==> src/rtl/stack_ctrl_sequencer.sv <==
// stack_ctrl_sequencer
//   Multi-cycle control sequencer for the 16-bit stack CPU. It takes
//   instruction words from fetch over a valid/ready handshake and latches
//   each word into an instruction register (IR). It runs ALU ops in one cycle
//   and stack ops that write back in two cycles. It owns the stack pointer,
//   turns push-when-full and pop-when-empty into a sticky fault, and drives
//   the datapath control strobes from registered state.
//
//   Instruction bits are numbered big-endian. Bit 0 is the MSB of i_instr.
//   Only bits 0..17 are meaningful. JW must be <= 6.
//
// Ports
//   i_clk, i_rst      clock; asynchronous active-high reset
//   i_instr           instruction word from fetch
//   i_instrValid      fetch has a word on i_instr
//   o_instrReady      sequencer accepts a word at this edge
//   i_faultClr        leaves the FAULT state and clears the fault flag/code
//   o_TIn             IR is a T-type instruction
//   o_TWCtrl          T register write strobe
//   o_RWCtrl          R register write strobe
//   o_carryWCtrl      carry flag write strobe
//   o_stkAddrSel      stack address select (1 = SP-1, 0 = SP)
//   o_stkWCtrl        stack RAM write strobe
//   o_instrOP         ALU opcode, IR[3:7]
//   o_jSelCtrl        jump condition select, IR[9:11]
//   o_jCtrl           jump control field, zero unless T-type
//   o_sp              stack pointer
//   o_stkEmpty        SP == 0
//   o_stkFull         SP == 2^SPW-1
//   o_fault           sticky stack fault
//   o_faultCode       01 overflow, 10 underflow, 00 none
module stack_ctrl_sequencer #(
  parameter int IW  = 18,
  parameter int SPW = 4,
  parameter int JW  = 6
) (
  input  logic           i_clk,
  input  logic           i_rst,
  input  logic [IW-1:0]  i_instr,
  input  logic           i_instrValid,
  output logic           o_instrReady,
  input  logic           i_faultClr,
  output logic           o_TIn,
  output logic           o_TWCtrl,
  output logic           o_RWCtrl,
  output logic           o_carryWCtrl,
  output logic           o_stkAddrSel,
  output logic           o_stkWCtrl,
  output logic [4:0]     o_instrOP,
  output logic [2:0]     o_jSelCtrl,
  output logic [JW-1:0]  o_jCtrl,
  output logic [SPW-1:0] o_sp,
  output logic           o_stkEmpty,
  output logic           o_stkFull,
  output logic           o_fault,
  output logic [1:0]     o_faultCode
);

  typedef enum logic [1:0] {
    S_IDLE,
    S_EXEC,
    S_WB,
    S_FAULT
  } state_t;

  typedef enum logic [1:0] {
    STK_NONE = 2'b00,
    STK_PUSH = 2'b01,
    STK_POP  = 2'b10,
    STK_SWAP = 2'b11
  } stk_op_t;

  state_t         state_q, state_d;
  // ir_q[k] holds instruction bit k in big-endian numbering.
  logic [17:0]    ir_q, ir_d;
  logic [SPW-1:0] sp_q, sp_d;
  logic           fault_q, fault_d;
  logic [1:0]     code_q, code_d;

  logic [17:0]    ir_load;
  logic           t_type;
  logic           two_cycle;
  stk_op_t        stk_op;
  logic           is_push, is_pop, is_swap;
  logic           sp_full, sp_empty;
  logic           ovf, unf, stk_fault;
  logic [JW-1:0]  jfield;
  logic           ready;
  logic           accept;
  logic           tw, rw, carry, asel, stkw;
  logic           unused_ir;

  // Bit 8 has no control meaning in this decoder.
  assign unused_ir = ir_q[8];

  // Reverse the port vector so that IR index k matches instruction bit k.
  always_comb begin
    ir_load = '0;
    for (int unsigned k = 0; k < 18; k++) begin
      ir_load[k] = i_instr[IW-1-k];
    end
  end

  always_comb begin
    jfield = '0;
    for (int unsigned b = 0; b < JW; b++) begin
      jfield[JW-1-b] = ir_q[12+b];
    end
  end

  assign t_type    = ir_q[0] & ir_q[1];
  assign stk_op    = t_type ? stk_op_t'({ir_q[3], ir_q[4]}) : STK_NONE;
  assign is_push   = (stk_op == STK_PUSH);
  assign is_pop    = (stk_op == STK_POP);
  assign is_swap   = (stk_op == STK_SWAP);
  assign two_cycle = t_type & ir_q[2] & ir_q[7];

  assign sp_full   = (sp_q == '1);
  assign sp_empty  = (sp_q == '0);
  assign ovf       = is_push & sp_full;
  assign unf       = is_pop & sp_empty;
  // Only meaningful during EXEC. A faulting op must not show any strobe
  // in its own EXEC cycle, so this gates the strobes combinationally.
  assign stk_fault = (state_q == S_EXEC) & (ovf | unf);

  // Ready depends only on registered state, never on i_instrValid. Fetch
  // therefore sees a stable ready for the whole cycle.
  always_comb begin
    ready = 1'b0;
    case (state_q)
      S_IDLE:  ready = 1'b1;
      S_EXEC:  ready = ~two_cycle & ~stk_fault;
      S_WB:    ready = 1'b1;
      S_FAULT: ready = 1'b0;
      default: ready = 1'b0;
    endcase
  end

  assign accept = i_instrValid & ready;

  always_comb begin
    state_d = state_q;
    ir_d    = ir_q;
    sp_d    = sp_q;
    fault_d = fault_q;
    code_d  = code_q;
    tw      = 1'b0;
    rw      = 1'b0;
    carry   = 1'b0;
    asel    = 1'b0;
    stkw    = 1'b0;

    if (accept) begin
      ir_d = ir_load;
    end

    case (state_q)
      S_IDLE: begin
        if (accept) begin
          state_d = S_EXEC;
        end
      end

      S_EXEC: begin
        if (stk_fault) begin
          state_d = S_FAULT;
          fault_d = 1'b1;
          code_d  = ovf ? 2'b01 : 2'b10;
        end else begin
          tw    = t_type | ~ir_q[2] | ir_q[5];
          rw    = t_type & ir_q[6];
          carry = t_type & ir_q[2];
          asel  = is_pop | is_swap;
          if (is_push) begin
            sp_d = sp_q + SPW'(1);
          end else if (is_pop) begin
            sp_d = sp_q - SPW'(1);
          end
          if (two_cycle) begin
            state_d = S_WB;
          end else if (accept) begin
            state_d = S_EXEC;
          end else begin
            state_d = S_IDLE;
          end
        end
      end

      S_WB: begin
        stkw    = 1'b1;
        state_d = accept ? S_EXEC : S_IDLE;
      end

      S_FAULT: begin
        if (i_faultClr) begin
          state_d = S_IDLE;
          fault_d = 1'b0;
          code_d  = 2'b00;
        end
      end

      default: state_d = S_IDLE;
    endcase
  end

  always_ff @(posedge i_clk or posedge i_rst) begin
    if (i_rst) begin
      state_q <= S_IDLE;
      ir_q    <= '0;
      sp_q    <= '0;
      fault_q <= 1'b0;
      code_q  <= 2'b00;
    end else begin
      state_q <= state_d;
      ir_q    <= ir_d;
      sp_q    <= sp_d;
      fault_q <= fault_d;
      code_q  <= code_d;
    end
  end

  assign o_instrReady = ready;
  assign o_TIn        = t_type;
  assign o_TWCtrl     = tw;
  assign o_RWCtrl     = rw;
  assign o_carryWCtrl = carry;
  assign o_stkAddrSel = asel;
  assign o_stkWCtrl   = stkw;
  assign o_instrOP    = {ir_q[3], ir_q[4], ir_q[5], ir_q[6], ir_q[7]};
  assign o_jSelCtrl   = {ir_q[9], ir_q[10], ir_q[11]};
  assign o_jCtrl      = t_type ? jfield : '0;
  assign o_sp         = sp_q;
  assign o_stkEmpty   = sp_empty;
  assign o_stkFull    = sp_full;
  assign o_fault      = fault_q;
  assign o_faultCode  = code_q;

endmodule

==> config.mk <==
export PLATFORM = sky130hd
export DESIGN_NAME = stack_ctrl_sequencer
export DESIGN_NICKNAME = d
export VERILOG_FILES = /design/src/rtl/stack_ctrl_sequencer.sv
export SDC_FILE = /design/constraint.sdc
export NUM_CORES = 1
export LEC_CHECK = 0
export BUFFER_PORTS_ARGS = -buffer_cell sky130_fd_sc_hd__buf_4
export CELL_PAD_IN_SITES_DETAIL_PLACEMENT = 2
export CELL_PAD_IN_SITES_GLOBAL_PLACEMENT = 2
export CORE_ASPECT_RATIO = 1.25
export CORE_UTILIZATION = 33
export DETAILED_ROUTE_END_ITERATION = 6
export GPL_ROUTABILITY_DRIVEN = 1
export PLACE_DENSITY = 0.91
export SYNTH_ARGS = -nofsm -noshare
export SYNTH_HDL_FRONTEND = slang
export SYNTH_SLANG_ARGS = --single-unit
==> constraint.sdc <==
create_clock -name i_clk -period 4.3 [get_ports i_clk]
set_input_delay 0.215 -clock i_clk [delete_from_list [all_inputs] [get_ports i_clk]]
set_output_delay 0.215 -clock i_clk [all_outputs]
set_load 0.01 [all_outputs]
== Word-level counts from Yosys, hierarchy flattened ==
Index checks and enable logic that the tools add are counted.

* Divide/modulo/power cells: 0
* $mul: 0
* Mux-type cells: 26
* Reduce and logical (&&, ||, !) cells: 8
* Equal/unequal tests: 10
* Shift operators: 0
* Add/subtract/negate cells: 2
* Bitwise operators: 16
* Magnitude comparators: 0

{| class="wikitable"
|+ Operators with widths
! operator !! number
|-
| 2-bit two-way mux || 7
|-
| 1-bit two-way mux || 12
|-
| 1-bit bitwise AND || 9
|-
| 2-bit == test (second input constant) || 4
|-
| 4-bit two-way mux || 2
|-
| 2-bit case mux with 4 select lines || 1
|-
| 6-bit two-way mux || 1
|-
| 2-bit inequality test (second input constant) || 3
|-
| 3-bit AND reduction || 2
|-
| 4-bit by 1-bit adder with 4-bit output (second input constant) || 1
|-
| 2-bit by 1-bit == test with 1-bit output (second input constant) || 2
|-
| 4-bit == test (second input constant) || 1
|-
| 4-bit zero test || 1
|-
| 1-bit bitwise OR || 4
|-
| 2-bit case mux with 2 select lines || 1
|-
| 2-bit nonzero test || 2
|-
| 4-bit by 1-bit subtractor with 4-bit output (second input constant) || 1
|-
| 1-bit NOT || 3
|-
| 1-bit case mux with 3 select lines || 1
|-
| 2-bit zero test || 1
|-
| 1-bit case mux with 2 select lines || 1
|-
| 2-bit AND reduction || 1
|-
| 2-bit OR reduction || 1
|}

* Memory bits (read-only): 0
* Flip-flop bits (word level): 27
* Latch bits: 0
* RAM bits: 0
* Memories kept: 0

== Depth between registers and ports, before layout ==
* Word-level depth: 14
* Mapped depth: 9
* Gate-level depth less buffers: 9

== Least setup slack after synthesis ==
OpenSTA, ideal clock, no wires.

* Path kind: register -> register
* From: register ir_q[0]
* To: register sp_q[1], in the netlist o_sp[1]
* Setup slack: 2084 ps
* Arrival: 2088 ps
* Period minus slack after synthesis: 2216 ps
* Data required time: 4173 ps
* Cell stages (with the launch flop): 7
* Cells stage by stage: dfrtp_1 and2_1 nand2_1 ha_1 or3b_2 a221oi_2 mux2_1

* Word-level cells in the longest chain between the ends: 8
* Elaborated cells on any way between the ends: 12

{| class="wikitable"
|+ Ends and longest elaborated chain
! item !! RTL line !! RTL
|-
| start: declaration || 75 || <nowiki>logic [17:0] ir_q, ir_d;</nowiki>
|-
| start signal: assignment || 215 || <nowiki>ir_q <= ir_d;</nowiki>
|-
| 1-bit bitwise AND (*) || 111 || <nowiki>assign t_type = ir_q[0] & ir_q[1];</nowiki>
|-
| net o_TIn || 43 || <nowiki>output logic o_TIn,</nowiki>
|-
| 2-bit two-way mux (*) || 112 || <nowiki>assign stk_op = t_type ? stk_op_t'({ir_q[3], ir_q[4]}) : STK_NONE;</nowiki>
|-
| 2-bit by 1-bit == test with 1-bit output / 2-bit == test (equally long branches) || 113, 114 ||
|-
| 1-bit bitwise AND, on equally long branches || 120, 121 ||
|-
| 1-bit bitwise OR || 124 || <nowiki>assign stk_fault = (state_q == S_EXEC) & (ovf | unf);</nowiki>
|-
| 1-bit bitwise AND || 124 ||
|-
| 1-bit NOT (no source line) || n/a ||
|-
| 3-bit AND reduction (no source line) || n/a ||
|-
| end signal: assignment || 216 || <nowiki>sp_q <= sp_d;</nowiki>
|-
| end: declaration || 76 || <nowiki>logic [SPW-1:0] sp_q, sp_d;</nowiki>
|}

Mark *: on every way through the listed nets, which the timed path passes. The rest lies on a longest branch.
A chain may end at the register's enable or synchronous reset.

== Worst setup path after layout ==
* From: register ir_q[1]
* To: output port o_carryWCtrl

* Word-level cells in the longest chain between the ends: 8
* Elaborated cells on any way between the ends: 11

{| class="wikitable"
|+ Ends and longest elaborated chain
! item !! RTL line !! RTL
|-
| 1-bit bitwise AND (*) || 111 ||
|-
| 2-bit two-way mux || 112 ||
|-
| 2-bit by 1-bit == test with 1-bit output / 2-bit == test (equally long branches) || 113, 114 ||
|-
| 1-bit bitwise AND, on equally long branches || 120, 121 ||
|-
| 1-bit bitwise OR || 124 ||
|-
| 1-bit bitwise AND || 124 ||
|-
| 1-bit two-way mux (*) || 165 || <nowiki>if (stk_fault) begin</nowiki>
|-
| 1-bit two-way mux (*) || 157 || <nowiki>case (state_q)</nowiki>
|-
| end: declaration || 46 || <nowiki>output logic o_carryWCtrl,</nowiki>
|}

Every way passes the cells marked *; elsewhere a longest branch is shown, timed or not.

==> out/results.txt <==
unrepaired setup endpoints after global routing - no
standard cell with the maximum stage delay on the critical path - sky130_fd_sc_hd__dfrtp_1
placed wire-length estimate - 2790 um
Worst Setup Slack, final - 1.71 ns
number of violations of the max-capacitance limit - 0
overall routed net length - 3620 um
worst min-delay path category - input pin to register
most used cells in the layout excluding fill and tap cells - sky130_fd_sc_hd__buf_4 (50), sky130_fd_sc_hd__dfrtp_1 (26), sky130_fd_sc_hd__mux2_4 (10), sky130_fd_sc_hd__nand2_1 (9), sky130_fd_sc_hd__and3_1 (8)
Mapped Cells - 123
row count - 26
latest clock arrival within the worst-skew pair - 0.27 ns
Post-Synthesis Net Count - 150
outcome - finished clean
worst setup path startpoint - ir_q[1]$_DFFE_PP0P_
Detailed Routing Iterations Pass 1 - 4
post-synthesis instance area - 1450 sq um
synthesized-area fraction occupied by adder cells - 0.0482
CP Capture Point - o_carryWCtrl
ratio of cells with drive above 1 in the final layout - 0.457
metal3 WL - 142 um
top layer reached by signal wires - met4
crit start category - register
Critical R2R Capture - ir_q[5]$_DFFE_PP0P_
critical path, cell by cell - and2_1 -> nand2_1 -> ha_1 -> a22oi_1 -> and4_1 -> and2_1 -> buf_4
total grt overflow - 0
largest stage delay on the critical path - 0.51 ns
total of flip-flops plus latches after synthesis - 26
total met2 wirelength after detailed routing - 1890 um
placement-stage worst setup slack - 1.88 ns
Crit Path Max Fanout - 10
number of synthesized flops with an enable pin - 0
vias - 1069
combinational family with the most area after synthesis - multiplexers
I/O pin cnt - 52
basic-gate share of the synthesized area counting and, or, nand and nor cells - 0.141
Hold Violations, Final - 0
DRC Markers - 0
setup-violating endpoint count in the final report - 0
number of buffers created by CTS - 3
fraction of the mapped netlist area in compound gates - 0.102
vias per cell - 4.86
routed wirelength normalized by instance count - 16.4 um
DIE HEIGHT - 76.2 um
count of cells resized by post-cts repair - 0
initial antenna violation count - 0
final standard cell count with taps included and fillers excluded - 220
post-layout min period - 2.59 ns
Root Buffer Master - sky130_fd_sc_hd__clkbuf_8
final total negative setup slack - 0 ns
routability congestion estimate from global placement - 0.734
vias in the first global route - 1255
R2R cell count - 7
count of buffers added by post-CTS timing repair for setup - 0
achievable clock frequency - 0.386 GHz
hold buffer count at CTS - 0
part of the Yosys area used for sequential elements - 0.448
clock-pin transition on the worst setup and hold timing paths - 0.09 ns
Layout area overhead - 27.3%
class of the most critical setup path - register to output port
most common cell after layout, fill and taps aside - sky130_fd_sc_hd__buf_4
Data required, critical path - 4.09 ns
effective utilization at floorplan - 0.349
starting DRC count in detailed routing - 37
# nets final - 193
share of cell area taken by muxes after synthesis - 0.165
critical path capture point type - output port
Port Buf Inserts - 50
CP Data Arrival Time - 2.37 ns
wire length of the first global-routing pass - 6080 um
met1 routed wirelength after detailed routing - 1560 um
overall track demand over capacity in global routing - 0.173
static leakage - 0.899 nW
Num Clock Sinks - 26
cell seen most often among critical-path stages - sky130_fd_sc_hd__and2_1
RR Startpoint - ir_q[1]$_DFFE_PP0P_
floorplan core area - 4160 sq um
synthesized area per cell - 11.8 sq um
warning count from the yosys run - 0
# H-tree levels - 1
DIE WIDTH - 61.3 um
worst vdd ir - 0.187 mV
area share of xor/xnor cells in the synthesized design - 0.0181
Relative slew margins - 0.327
Total Die Area - 4670 sq um
Layout Skew - 0.00917 ns
Post-synth top flop - sky130_fd_sc_hd__dfrtp_1
pin count of the biggest net entering global routing - 27
final count of pins violating max slew - 0
number of diodes added for antenna fixing - 0
Async S/R FF share, synth - 1.00
slew at the pin closest to its max-slew limit - 1.01 ns
pwr dens - 512 nW/um^2
final clock period utilization by the worst path - 0.602
buffer depth of the longest clock path - 2
number of instances in the placed design - 217
TritonCTS clock tree - done
distinct cell type count after synthesis - 32
count of antenna-violating nets left after detailed routing - 0
internal reg-to-reg setup slack - 1.85 ns
## sequential cells by signal, summed over array words and instances, names as in the netlist
register,cells
ir_q,17
state_q,2
o_faultCode,2
o_sp,4
o_fault,1
## cells by family after synthesis
kind of cell / count (synthesis)
and+or+nand+nor: 35
DFF: 26
AOI/OAI and AO/OA: 18
buffers and inverters: 18
muxes: 18
adders and majority gates: 5
xor gates and xnor gates: 3
## how the worst min path moves through the flow
stage | from | endpoint | slack [ns] | depth (start not counted)
floorplan | i_rst | ir_q[0]$_DFFE_PP0P_ | 0.26 | 1
global placement | i_instr[5] | ir_q[12]$_DFFE_PP0P_ | 0.45 | 2
detailed placement | i_instr[10] | ir_q[7]$_DFFE_PP0P_ | 0.45 | 2
CTS | i_instr[16] | ir_q[1]$_DFFE_PP0P_ | 0.16 | 2
global route | i_instr[7] | ir_q[10]$_DFFE_PP0P_ | 0.17 | 2
finish | i_instr[16] | ir_q[1]$_DFFE_PP0P_ | 0.17 | 2
## metal layers
metal  global-route usage  up-vias
li1                     -      508
met1                0.212      526
met3               0.0306        2
met2                0.296       33
met4               0.0600        0
met5                    0        -
## report_power, final
| part | internal, mW | switching [mW] |
|---|---|---|
| clock network | 0.0627 | 0.0734 |
| registers | 0.309 | 0.0905 |
| logic | 0.223 | 0.189 |
## synthesized netlist by cell type, drive strengths merged, types with 2 or more instances
cell type / count / area [sq um]
and3: 8 / 50.1
and4: 2 / 17.5
o21ai: 7 / 46.3
nor4: 2 / 27.5
and2: 4 / 25.0
dfrtp: 26 / 651
buf: 10 / 82.6
nor2: 4 / 15.0
a21oi: 5 / 25.0
ha: 4 / 50.1
nand3: 4 / 20.0
nand2: 9 / 33.8
a221oi: 2 / 41.3
mux2: 18 / 240
xnor2: 2 / 17.5
clkbuf: 2 / 7.51
inv: 6 / 22.5
## area by class of cell
| class | count | area, sq um |
|---|---|---|
| fill | 459 | 2310 |
| multi-input combinational | 79 | 689 |
| sequential | 26 | 651 |
| timing repair buffer | 50 | 375 |
| tap | 56 | 70.1 |
| clock buffer | 3 | 41.3 |
| inverter | 6 | 22.5 |
## critical path: cells and delay by family, from the launching register on
family / cells / cell delay [ns]
buf+inv: 1 / 0.12
simple gates: 4 / 0.81
compound gates: 1 / 0.35
fa+ha+maj: 1 / 0.30
flops: 1 / 0.51
## per-stage QoR
stage                util  cell area (sq um)  hold WS, ns  power [mW]
finish              0.444               1850        0.171       0.948
floorplan               -               1450        0.255       0.662
CTS                 0.444               1850        0.165       0.966
detailed placement  0.434               1810        0.453       0.823
global route        0.444               1850        0.166        1.02
global placement    0.434               1810        0.448       0.784
No activity file was read; power rests on OpenSTA's default activity.
